===== src/rtl/preamble_sync_pkg.sv =====
// Shared types and default constants for the preamble synchroniser.
// The state names match the HUNT / GOT0 / LOCKED acquisition phases.
package preamble_sync_pkg;

    typedef enum logic [1:0] {
        HUNT   = 2'd0,
        GOT0   = 2'd1,
        LOCKED = 2'd2
    } state_t;

    localparam logic [7:0]  DEF_PAT0    = 8'h55;
    localparam logic [7:0]  DEF_PAT1    = 8'hD5;
    localparam int unsigned DEF_REP     = 5;
    localparam int unsigned DEF_TIMEOUT = 16;

    // Width of the idle timer and of the header statistics counter.
    localparam int unsigned CNT_W = 16;

endpackage


===== src/rtl/preamble_sat_cnt.sv =====
// Saturating up-counter. Clear has priority over increment.
// The count holds at all-ones once it gets there.
module preamble_sat_cnt #(
    parameter int unsigned W = 16
) (
    input  logic         clk,
    input  logic         rst_n,
    input  logic         i_clr,
    input  logic         i_inc,
    output logic [W-1:0] o_cnt
);

    logic [W-1:0] r_cnt;

    always_ff @(posedge clk or negedge rst_n) begin
        if (!rst_n) begin
            r_cnt <= '0;
        end else if (i_clr) begin
            r_cnt <= '0;
        end else if (i_inc && (r_cnt != '1)) begin
            r_cnt <= r_cnt + W'(1);
        end
    end

    assign o_cnt = r_cnt;

endmodule


===== src/rtl/preamble_sync.sv =====
// Preamble synchroniser: locks after REP back-to-back PAT0/PAT1 pairs and drops lock
// after TIMEOUT idle cycles. Define PREAMBLE_SYNC_STATS_EN to enable the hdr_total counter.
module preamble_sync
    import preamble_sync_pkg::*;
#(
    parameter int unsigned   DW      = 8,
    parameter logic [DW-1:0] PAT0    = DW'(DEF_PAT0),
    parameter logic [DW-1:0] PAT1    = DW'(DEF_PAT1),
    parameter int unsigned   REP     = DEF_REP,
    parameter int unsigned   TIMEOUT = DEF_TIMEOUT
) (
    input  logic          clk,
    input  logic          rst_n,
    input  logic          din_vld,
    input  logic [DW-1:0] din,
    input  logic          clear,
    output logic          hdr_det,
    output logic          locked,
    output logic          lost,
    output logic [7:0]    run_cnt,
    output logic [15:0]   hdr_total
);

    localparam logic [7:0]       REP_W    = 8'(REP);
    localparam logic [CNT_W-1:0] TMO_LAST = CNT_W'(TIMEOUT - 1);

    state_t           r_state;
    state_t           w_state_d;
    logic [7:0]       r_run_cnt;
    logic [7:0]       w_run_cnt_d;
    logic [7:0]       w_run_inc;
    logic             r_hdr_det;
    logic             w_hdr_det_d;
    logic             r_locked;
    logic             r_lost;
    logic             w_lost_d;
    logic             w_is_pat0;
    logic             w_is_pat1;
    logic [CNT_W-1:0] w_idle;
    logic             w_idle_clr;
    logic             w_idle_inc;

    assign w_is_pat0 = (din == PAT0);
    assign w_is_pat1 = (din == PAT1);
    assign w_run_inc = r_run_cnt + 8'd1;

    always_comb begin
        w_state_d   = r_state;
        w_run_cnt_d = r_run_cnt;
        w_hdr_det_d = 1'b0;
        w_lost_d    = 1'b0;
        if (clear) begin
            w_state_d   = HUNT;
            w_run_cnt_d = 8'd0;
        end else begin
            case (r_state)
                HUNT: begin
                    if (din_vld) begin
                        if (w_is_pat0) begin
                            w_state_d = GOT0;
                        end else begin
                            w_run_cnt_d = 8'd0;
                        end
                    end
                end
                GOT0: begin
                    if (din_vld) begin
                        if (w_is_pat1) begin
                            w_run_cnt_d = w_run_inc;
                            if (w_run_inc == REP_W) begin
                                w_state_d   = LOCKED;
                                w_hdr_det_d = 1'b1;
                            end else begin
                                w_state_d = HUNT;
                            end
                        end else if (w_is_pat0) begin
                            // A repeated PAT0 restarts the run with itself as the new first word.
                            w_run_cnt_d = 8'd0;
                        end else begin
                            w_state_d   = HUNT;
                            w_run_cnt_d = 8'd0;
                        end
                    end
                end
                LOCKED: begin
                    if (!din_vld && (w_idle == TMO_LAST)) begin
                        w_state_d   = HUNT;
                        w_run_cnt_d = 8'd0;
                        w_lost_d    = 1'b1;
                    end
                end
                default: begin
                    w_state_d   = HUNT;
                    w_run_cnt_d = 8'd0;
                end
            endcase
        end
    end

    always_ff @(posedge clk or negedge rst_n) begin
        if (!rst_n) begin
            r_state   <= HUNT;
            r_run_cnt <= 8'd0;
            r_hdr_det <= 1'b0;
            r_locked  <= 1'b0;
            r_lost    <= 1'b0;
        end else begin
            r_state   <= w_state_d;
            r_run_cnt <= w_run_cnt_d;
            r_hdr_det <= w_hdr_det_d;
            r_locked  <= (w_state_d == LOCKED);
            r_lost    <= w_lost_d;
        end
    end

    // The idle timer only runs while locked; it sits at zero everywhere else.
    assign w_idle_clr = clear || (r_state != LOCKED) || din_vld || w_lost_d;
    assign w_idle_inc = (r_state == LOCKED) && !din_vld;

    preamble_sat_cnt #(
        .W (CNT_W)
    ) u_idle_cnt (
        .clk   (clk),
        .rst_n (rst_n),
        .i_clr (w_idle_clr),
        .i_inc (w_idle_inc),
        .o_cnt (w_idle)
    );

`ifdef PREAMBLE_SYNC_STATS_EN
    logic [CNT_W-1:0] w_hdr_total;

    preamble_sat_cnt #(
        .W (CNT_W)
    ) u_hdr_total_cnt (
        .clk   (clk),
        .rst_n (rst_n),
        .i_clr (1'b0),
        .i_inc (w_hdr_det_d),
        .o_cnt (w_hdr_total)
    );

    assign hdr_total = w_hdr_total;
`else
    assign hdr_total = 16'd0;
`endif

    assign hdr_det = r_hdr_det;
    assign locked  = r_locked;
    assign lost    = r_lost;
    assign run_cnt = r_run_cnt;

endmodule

===== config.mk =====
export PLATFORM = sky130hd
export DESIGN_NAME = preamble_sync
export DESIGN_NICKNAME = d
export VERILOG_FILES = /design/src/rtl/preamble_sync_pkg.sv /design/src/rtl/preamble_sat_cnt.sv /design/src/rtl/preamble_sync.sv
export SDC_FILE = /design/constraint.sdc
export NUM_CORES = 1
export LEC_CHECK = 0
export ABC_AREA = 1
export CORE_UTILIZATION = 53
export CTS_CLUSTER_DIAMETER = 40
export DETAILED_ROUTE_END_ITERATION = 12
export GPL_ROUTABILITY_DRIVEN = 0
export PLACE_DENSITY = 0.81
export SLEW_MARGIN = 20
export SYNTH_ARGS = -nofsm -noshare
export SYNTH_HDL_FRONTEND = slang
export SYNTH_HIERARCHICAL = 1
export SYNTH_SLANG_ARGS = --single-unit

===== constraint.sdc =====
create_clock -name clk -period 2.2 [get_ports clk]
set_clock_uncertainty 0.2 [all_clocks]
set_input_delay 0.33 -clock clk [delete_from_list [all_inputs] [get_ports clk]]
set_output_delay 0.33 -clock clk [all_outputs]
set_load 0.01 [all_outputs]

# Word level (Yosys, flattened, before mapping)
# Cells that the tools add are included.
# Widths: inputs -> output; s select.
dict set report classes {
  n_eq_ne 13
  add_sub_neg 2
  mux 26
  reduce_logical 10
}
# cell count
set ops {}
lappend ops {{$mux 8} 6}
lappend ops {{$mux 16} 2}
lappend ops {{$pmux 8 s3} 1}
lappend ops {{$add 16x1->16 const B} 1}
lappend ops {{$eq 16x4->1 const B} 1}
lappend ops {{$mux 2} 8}
lappend ops {{$ne 16x16->1 const B} 1}
lappend ops {{$ne 3x3->1 const B} 4}
lappend ops {{$add 8x1->8 const B} 1}
lappend ops {{$eq 8x3->1 const B} 1}
lappend ops {{$eq 8x7->1 const B} 1}
lappend ops {{$eq 8x8->1 const B} 1}
lappend ops {{$mux 1} 8}
lappend ops {{$pmux 2 s3} 1}
lappend ops {{$eq 2x2->1 const B} 2}
lappend ops {{$reduce_and 4->1} 1}
lappend ops {{$logic_and 1x1->1} 3}
lappend ops {{$logic_or 1x1->1} 3}
lappend ops {{$eq 2x1->1 const B} 1}
lappend ops {{$logic_not 2->1} 1}
lappend ops {{$ne 2x2->1 const B} 1}
lappend ops {{$reduce_bool 2->1} 1}
lappend ops {{$logic_not 1->1} 1}
dict set report totals {
  ff_bits 29
  input_bits 12
}

# Longest topological paths before layout
# Gate-level depths: netlist of the first run.
dict set report logic_depth {
  ltp_word 8
  depth_mapped 11
  ltp_nobuf 10
}

# Cells and area by module
# Netlist of the first run, hierarchy kept.
# mod seq_area_each_um2 area_per_inst_um2 cells_per_inst instances
set modules_own_cells {}
lappend modules_own_cells {preamble_sync 325.3 1078.5 164 1}
lappend modules_own_cells {preamble_sat_cnt 400.4 1037.2 144 1}

# Worst setup path before layout of the first run
# Ideal clock, no wire load.
dict set report synth_path {
  path_kind {register to register}
  startpoint {reg r_state[0]}
  endpoint {reg u_idle_cnt.r_cnt[2], in the netlist u_idle_cnt/o_cnt[2]}
  period_less_slack_ns 1.945
  n_path_buf 1
  setup_ns 0.066
  path_stages_with_launch 7
  arrival_ns 1.679
  t_required_ns 1.934
  path_slack_ns 0.255
  cell_sequence {dfrtp_1 -> nor3_1 -> nand3_1 -> inv_1 -> buf_1 -> nand4_1 -> nand2_1}
}
dict set report synth_between {
  word_cells_on_any_way 11
  classes_between {eq/ne: 2; mux: 3; reduce/logical: 6}
}
# item line
set synth_lines {}
lappend synth_lines {{from (decl)} preamble_sync.sv:27} ;# state_t r_state;
lappend synth_lines {{from (signal assigned)} preamble_sync.sv:108} ;# r_state <= w_state_d;
lappend synth_lines {{$eq 2x2->1} preamble_sync.sv:118} ;# assign w_idle_inc = (r_state == LOCKED) && !din_vld;
lappend synth_lines {{$logic_and 1x1->1} preamble_sync.sv:118}
lappend synth_lines {{net w_idle_inc} preamble_sync.sv:41} ;# logic w_idle_inc;
lappend synth_lines {{$logic_and 1x1->1} preamble_sat_cnt.sv:20} ;# end else if (i_inc && (r_cnt != '1)) begin
lappend synth_lines {{$reduce_bool 2->1 (no line)} n/a}
lappend synth_lines {{to (signal assigned)} preamble_sat_cnt.sv:21} ;# r_cnt <= r_cnt + W'(1);
lappend synth_lines {{to (decl)} preamble_sat_cnt.sv:13} ;# logic [W-1:0] r_cnt;
# The timed path passes the listed nets, and every way through them passes these cells.
# A chain may end at the register's enable or synchronous reset.

# Final worst setup path of the first run
dict set report layout_path {
  startpoint {reg r_run_cnt[2], in the netlist run_cnt[2]}
  endpoint {out run_cnt[2]}
}
# item line
set layout_lines {}
lappend layout_lines {{from (decl)} preamble_sync.sv:29} ;# logic [7:0] r_run_cnt;
lappend layout_lines {{from (signal assigned)} preamble_sync.sv:109} ;# r_run_cnt <= w_run_cnt_d;
lappend layout_lines {{to (decl)} preamble_sync.sv:20} ;# output logic [7:0] run_cnt,
# No word-level cell between the ends.

==> flow_summary.toml, run 1 <==
[clock_tree]
cts.path.max_buffers = 2
cts_buffers = 5
post_cts_buffers = 0
postCtsHoldBufs = 0
htreeDepth = 2
clock_sink_count = 29
worstSkewPairLatency_ps = 280
cts_root_buf = "clkbuf_8"
cts-resized-gates = 0
cts_tree = "built"
clkTransAtPathRegs_ps = 60

[timing]
slew_viol_final = 0
finalSetupViolCount = 0
fmax_ghz = 0.530
hold_viol_final = 0
layout_setup_ws_ps = 312
fin_crit_ps = 1890
min_period_over_period = 0.858
rsz0062_at_grt = "false"
setup_tns_ps = 0

[routing]
viasPerCell = 5.13
wl_um = 4600
drcViolationCount = 0
dr.pass1.iters = 4
wl_per_cell_um = 11.8
ant_nets = 0
drt_iter0_markers = 95
dr_total_vias = 1996

[finish]
area_growth_pct = 16.3
n_antenna_cell = 0
nets = 355
multi_input_area_mm2 = 0.00115
seqCellArea_um2 = 726
final_util = 0.657
nFillCells = 351
drive_gt1_frac = 0.120

[global_route]
grt-ovfl-total = 0
grt_pass1_vias = 1800
grt_max_degree = 30
grt_antenna_before_repair = 0
grt_pass1_wl_um = 7910
grt_use_total = 0.241

[synth]
synth_area_mm2 = 0.00212
async_reset_ff_frac = 1.00
synth_top_area_frac = 0.343
ys_ff_latch = 29
synth_ff_type = "dfrtp_1"
syn_inst = 308
synth.area.top_cells = "dfrtp_1 (34%), nand2_1 (17%), nand3_1 (6.6%), nand4_1 (5.9%), nor2_1 (5.9%)"
synth-edff-count = 0
synth_top_area_cell = "dfrtp_1"
ys_warn_count = 6
synth_cell_types = 31
ys_seq_area_frac = 0.343
synth.avg_cell_area_um2 = 6.87

[pwr]
p_leak_nw = 1.22
power_density_mw_per_mm2 = 442
peakVddDrop_mv = 0.420
power_mw = 1.09

[critical_path]
crit_buf_inv = 1
worstPathMaxFanout = 8
r2r-start = "u_idle_cnt/o_cnt[1]"
cp_top_family = "buffers and inverters"
path_cells = "clkdlybuf4s50_1"
crit_type = "reg -> out"
cp.required_ps = 1670
reg2reg_slack_ps = 380
arrival_ps = 1360
crit_slowest_cell = "clkdlybuf4s50_1"
start_kind = "flop"
cpPeakStageDelay_ps = 590
endpoint_kind = "primary output"
r2r_cells = 9
r2r_end = "u_idle_cnt/o_cnt[0]"

[die]
die_area_mm2 = 0.00425
num_rows = 22
fp.dieH_um = 65.2
initial_utilization = 0.565
ios = 39
die_x_um = 65.2
core_area_mm2 = 0.00374

[worst_hold_path]
hold_path_class = "in -> async"

[placement]
dpl_worst_slack_ps = 164
portBuffers = 22
dp_hpwl_um = 3420

[status]
status = "finished, final reports clean"

[job]
max_cap_viol_count = 0
==> flip-flops by register name, summed over array words and instances, names as in the netlist <==
| name | cells |
|---|---|
| locked | 1 |
| lost | 1 |
| run_cnt | 8 |
| u_idle_cnt/o_cnt | 16 |
| hdr_det | 1 |
| r_state | 2 |
==> cell usage after synthesis (4+ instances only) <==
library cell and count:
nand2_2 6, buf_4 16, nor2_1 33, nand4_1 20, nand3_1 28, inv_1 32, dfrtp_1 29, inv_2 4
nand2_1 97, nor2_2 5, o21ai_0 4
==> per-stage QoR <==
stage	hold slack (ps)	cells	area, um^2
floorplan	-166	323	2170
global placement	336	381	2360
detailed placement	336	381	2360
CTS	246	389	2460
global route	269	389	2460
finish	240	389	2460
==> final cells by class <==
class                      instances  area share
timing repair buffer              30       0.114
multi-input combinational        237       0.468
inverter                          37      0.0574
sequential                        29       0.295
clock buffer                       7      0.0391
tap                               48      0.0244
clock inverter                     1     0.00203
==> per-layer routing <==
| metal | vias up | wire (um) | track usage |
|---|---|---|---|
| li1 | 1023 | - | - |
| met5 | - | 0 | 0 |
| met2 | 58 | 2220 | 0.401 |
| met1 | 911 | 2060 | 0.298 |
| met4 | 0 | 29 | 0.0870 |
| met3 | 4 | 289 | 0.0625 |
==> cell families after synthesis <==
kind of cell | synth area share
other cells | 0.00177
compound gates | 0.0408
flops | 0.343
xor+xnor | 0.0207
fa+ha+maj | 0.0177
simple gates | 0.437
buf+inv | 0.139
==> worst max path at each step <==
stage,cells after the start,end,slack (ps),from
finish,1,run_cnt[2],310,run_cnt[2]
global route,1,run_cnt[2],230,run_cnt[2]
CTS,1,run_cnt[2],300,run_cnt[2]
detailed placement,10,run_cnt[6],160,din[2]
global placement,10,run_cnt[5],220,din[0]
floorplan,6,u_idle_cnt/o_cnt[2],250,r_state[0]
==> worst register-to-register path, stage by stage, from the launching register on <==
cell     delay, ps
dfrtp_1        420
ha_1           200
nand2_2        100
nor2_4         180
nand2_4         90
nor2_1         110
nor2_1          40
buf_4          170
nand3_1         80
o21ai_0         90
==> power breakdown <==
group	switching [mW]	leakage, nW	internal, mW
Combinational	0.0475	0.759	0.0277
Sequential	0.00140	0.405	0.534
Clock	0.194	0.0542	0.282
==> placed cells by master, fill, tap and decap left out, types with 3 or more instances in the layout <==
master and n:
nor3_1 3, inv_1 32, nand4_1 20, nor2_1 33
nand3_1 28, conb_1 16, clkdlybuf4s50_1 22, buf_4 8
nand2_2 6, nor2_2 5, xor2_1 3, dfrtp_1 29
o21bai_1 3, a21oi_1 3, o21ai_0 4, clkbuf_8 7
ha_1 3, inv_2 4, nand2_1 97
Note: power is estimated with default switching activity, not from simulation.
==> inputs of run 2 (changes only) <==
--- a/config.mk
+++ b/config.mk
@@ -5,12 +5,11 @@
 export SDC_FILE = /design/constraint.sdc
 export NUM_CORES = 1
 export LEC_CHECK = 0
-export ABC_AREA = 1
-export CORE_UTILIZATION = 53
+export CORE_UTILIZATION = 52
 export CTS_CLUSTER_DIAMETER = 40
 export DETAILED_ROUTE_END_ITERATION = 12
 export GPL_ROUTABILITY_DRIVEN = 0
-export PLACE_DENSITY = 0.81
+export PLACE_DENSITY = 0.8
 export SLEW_MARGIN = 20
 export SYNTH_ARGS = -nofsm -noshare
 export SYNTH_HDL_FRONTEND = slang
==> run 2 against run 1 <==
Worst hold slack lost 3.2 ps. Utilization grew 2.3 points. Design area grew 1.2%. Critical path type is now reg -> reg. Clock-buffer cell count shrank 2.
==> flow_summary.toml, run 2 <==
[die]
ios = 39
core_area_mm2 = 0.00366
num_rows = 22
fp.dieH_um = 63.6
die_area_mm2 = 0.00404
initial_utilization = 0.539
die_x_um = 63.6

[synth]
syn_inst = 209
synth_top_area_frac = 0.368
ys_warn_count = 6
synth.avg_cell_area_um2 = 9.44
synth_area_mm2 = 0.00197
ys_seq_area_frac = 0.368
synth.area.top_cells = "dfrtp_1 (37%), buf_4 (6.5%), a21oi_1 (3.8%), nand4_1 (3.5%), nand2_1 (3.4%)"
synth_cell_types = 49
yosysMostFrequentCell = "dfrtp_1"
synth-edff-count = 0
synthTopCellsByCount = "dfrtp_1 (29), nand2_1 (18), buf_4 (17), a21oi_1 (15), nand4_1 (11)"
ys_ff_latch = 29
async_reset_ff_frac = 1.00
synth_top_area_cell = "dfrtp_1"
synth_ff_type = "dfrtp_1"

[routing]
drcViolationCount = 0
wl_um = 4370
dr.pass1.iters = 4
ant_nets = 0
wl_met3_um = 150
highest_layer = "met4"
wl_per_cell_um = 14.1
dr_total_vias = 1781
drt-met1-wl_um = 1800
drt_iter0_markers = 75
route.met2.wl_um = 2290
viasPerCell = 5.76

[finish]
instances_no_fill = 309
drive_gt1_frac = 0.234
n_antenna_cell = 0
nFillCells = 316
mostFrequentLayoutCells = "dfrtp_1 (29), buf_4 (29), clkdlybuf4s50_1 (22)"
nets = 275
area_growth_pct = 26.3
largest_register_ffs = 16

[clock_tree]
worstSkewPairLatency_ps = 290
cts_root_buf = "clkbuf_8"
clkTransAtPathRegs_ps = 70
htreeDepth = 2
clock_sink_count = 29
cts_tree = "built"
cts_buffers = 5
cts.path.max_buffers = 2

[timing]
whs_ps = 237
finalSetupViolCount = 0
rsz0062_at_grt = "false"
slew_viol_final = 0
fin_crit_ps = 2120
min_period_over_period = 0.962
fmax_ghz = 0.473
hold_viol_final = 0
setup_tns_ps = 0
layout_setup_ws_ps = 83.9

[critical_path]
arrival_ps = 2120
cp.required_ps = 2210
crit_buf_inv = 1
endpoint_kind = "flop"
start_kind = "flop"
worstPathMaxFanout = 11
crit_slowest_cell = "or4_2"
path_cells = "ha_1 -> nand4_2 -> nor4_4 -> buf_4 -> or4_2 -> a21oi_1"
cp_top_family = "simple AND/OR/NAND/NOR gates"
cpPeakStageDelay_ps = 600
crit_type = "reg -> reg"

[global_route]
grt_use_total = 0.241
grt-ovfl-total = 0
grt_max_degree = 30
grt_antenna_before_repair = 0
grt_pass1_wl_um = 7530
grt_pass1_vias = 1751

[placement]
dp.cells = 300
dpl_worst_slack_ps = -221
dp_hpwl_um = 3240
portBuffers = 22

[pwr]
power_density_mw_per_mm2 = 418
p_leak_nw = 1.07
peakVddDrop_mv = 0.334
power_mw = 1.04

[job]
max_cap_viol_count = 0

[worst_hold_path]
hold_path_class = "in -> async"

[status]
status = "finished, final reports clean"
## run 2: changes by cell type after synthesis, moves of 5 or more
| cell | change |
|---|---|
| or4_1 | +7 |
| a21oi_1 | +12 |
| nor2_1 | -25 |
| nand2_1 | -79 |
| nor2b_1 | +7 |
| nand4_1 | -9 |
| nand3_1 | -21 |
| nand2_2 | -6 |
| o31ai_1 | +7 |
| inv_1 | -23 |
| nor2_2 | -5 |
| nor4_1 | +6 |
## run 2: repair_timing
| item | CTS | global route |
|---|---|---|
| setup buffers | 0 | 1 |
| setup endpoints to repair | 1 | 12 |
| gates resized for setup | 1 | 4 |
| pin swaps | 0 | 1 |
| hold buffers | 0 | 0 |
## run 2: power breakdown
group / internal, mW / switching, mW
Combinational: 0.0332 / 0.0400
Clock: 0.218 / 0.217
Sequential: 0.533 / 0.0000344
## run 2: final cells by class
cell class	count	area, um^2	share of cell area
clock buffers	5	68.8	0.0276
clock inverters	3	17.5	0.00703
inverters	9	33.8	0.0136
multi-input cells	162	1110	0.447
flip-flops and latches	29	726	0.291
well taps	48	60.1	0.0241
repair buffers	53	473	0.190
## run 2: metal layers
| metal | track usage | up-vias |
|---|---|---|
| met4 | 0.136 | 0 |
| li1 | - | 858 |
| met3 | 0.0562 | 12 |
| met5 | 0 | - |
| met1 | 0.259 | 865 |
| met2 | 0.427 | 46 |
## run 2: final timing paths
kind / slack, ps / cells after the start / startpoint / endpoint
setup / recovery: 80 / 6 / u_idle_cnt/o_cnt[1] / u_idle_cnt/o_cnt[3]
hold / removal: 240 / 2 / rst_n / u_idle_cnt/o_cnt[8]
setup reg to reg: 80 / 6 / u_idle_cnt/o_cnt[1] / u_idle_cnt/o_cnt[3]
hold reg to reg: 330 / 2 / run_cnt[7] / run_cnt[7]
max in group asynchronous: 1290 / 2 / rst_n / hdr_det
min in group clk: 330 / 2 / run_cnt[7] / run_cnt[7]
## run 2: per-stage QoR
stage / area (um^2) / utilization
2_1_floorplan: 2030 / -
3_3_place_gp: 2380 / 0.651
3_5_place_dp: 2380 / 0.651
4_1_cts: 2470 / 0.676
5_1_grt: 2490 / 0.680
6_report: 2490 / 0.680
## run 2: worst reg2reg max path, stage by stage, from the launching register on
cell,delay (ps)
dfrtp_1,430
ha_1,250
nand4_2,140
nor4_4,80
buf_4,180
or4_2,600
a21oi_1,160
## run 2: cells by family after synthesis
logic type / synth area share
AOI/OAI and AO/OA: 0.153
xor gates and xnor gates: 0.00888
adders and majority gates: 0.0190
buffers and inverters: 0.0996
DFF: 0.368
muxes: 0.0279
other: 0.00190
and+or+nand+nor: 0.321
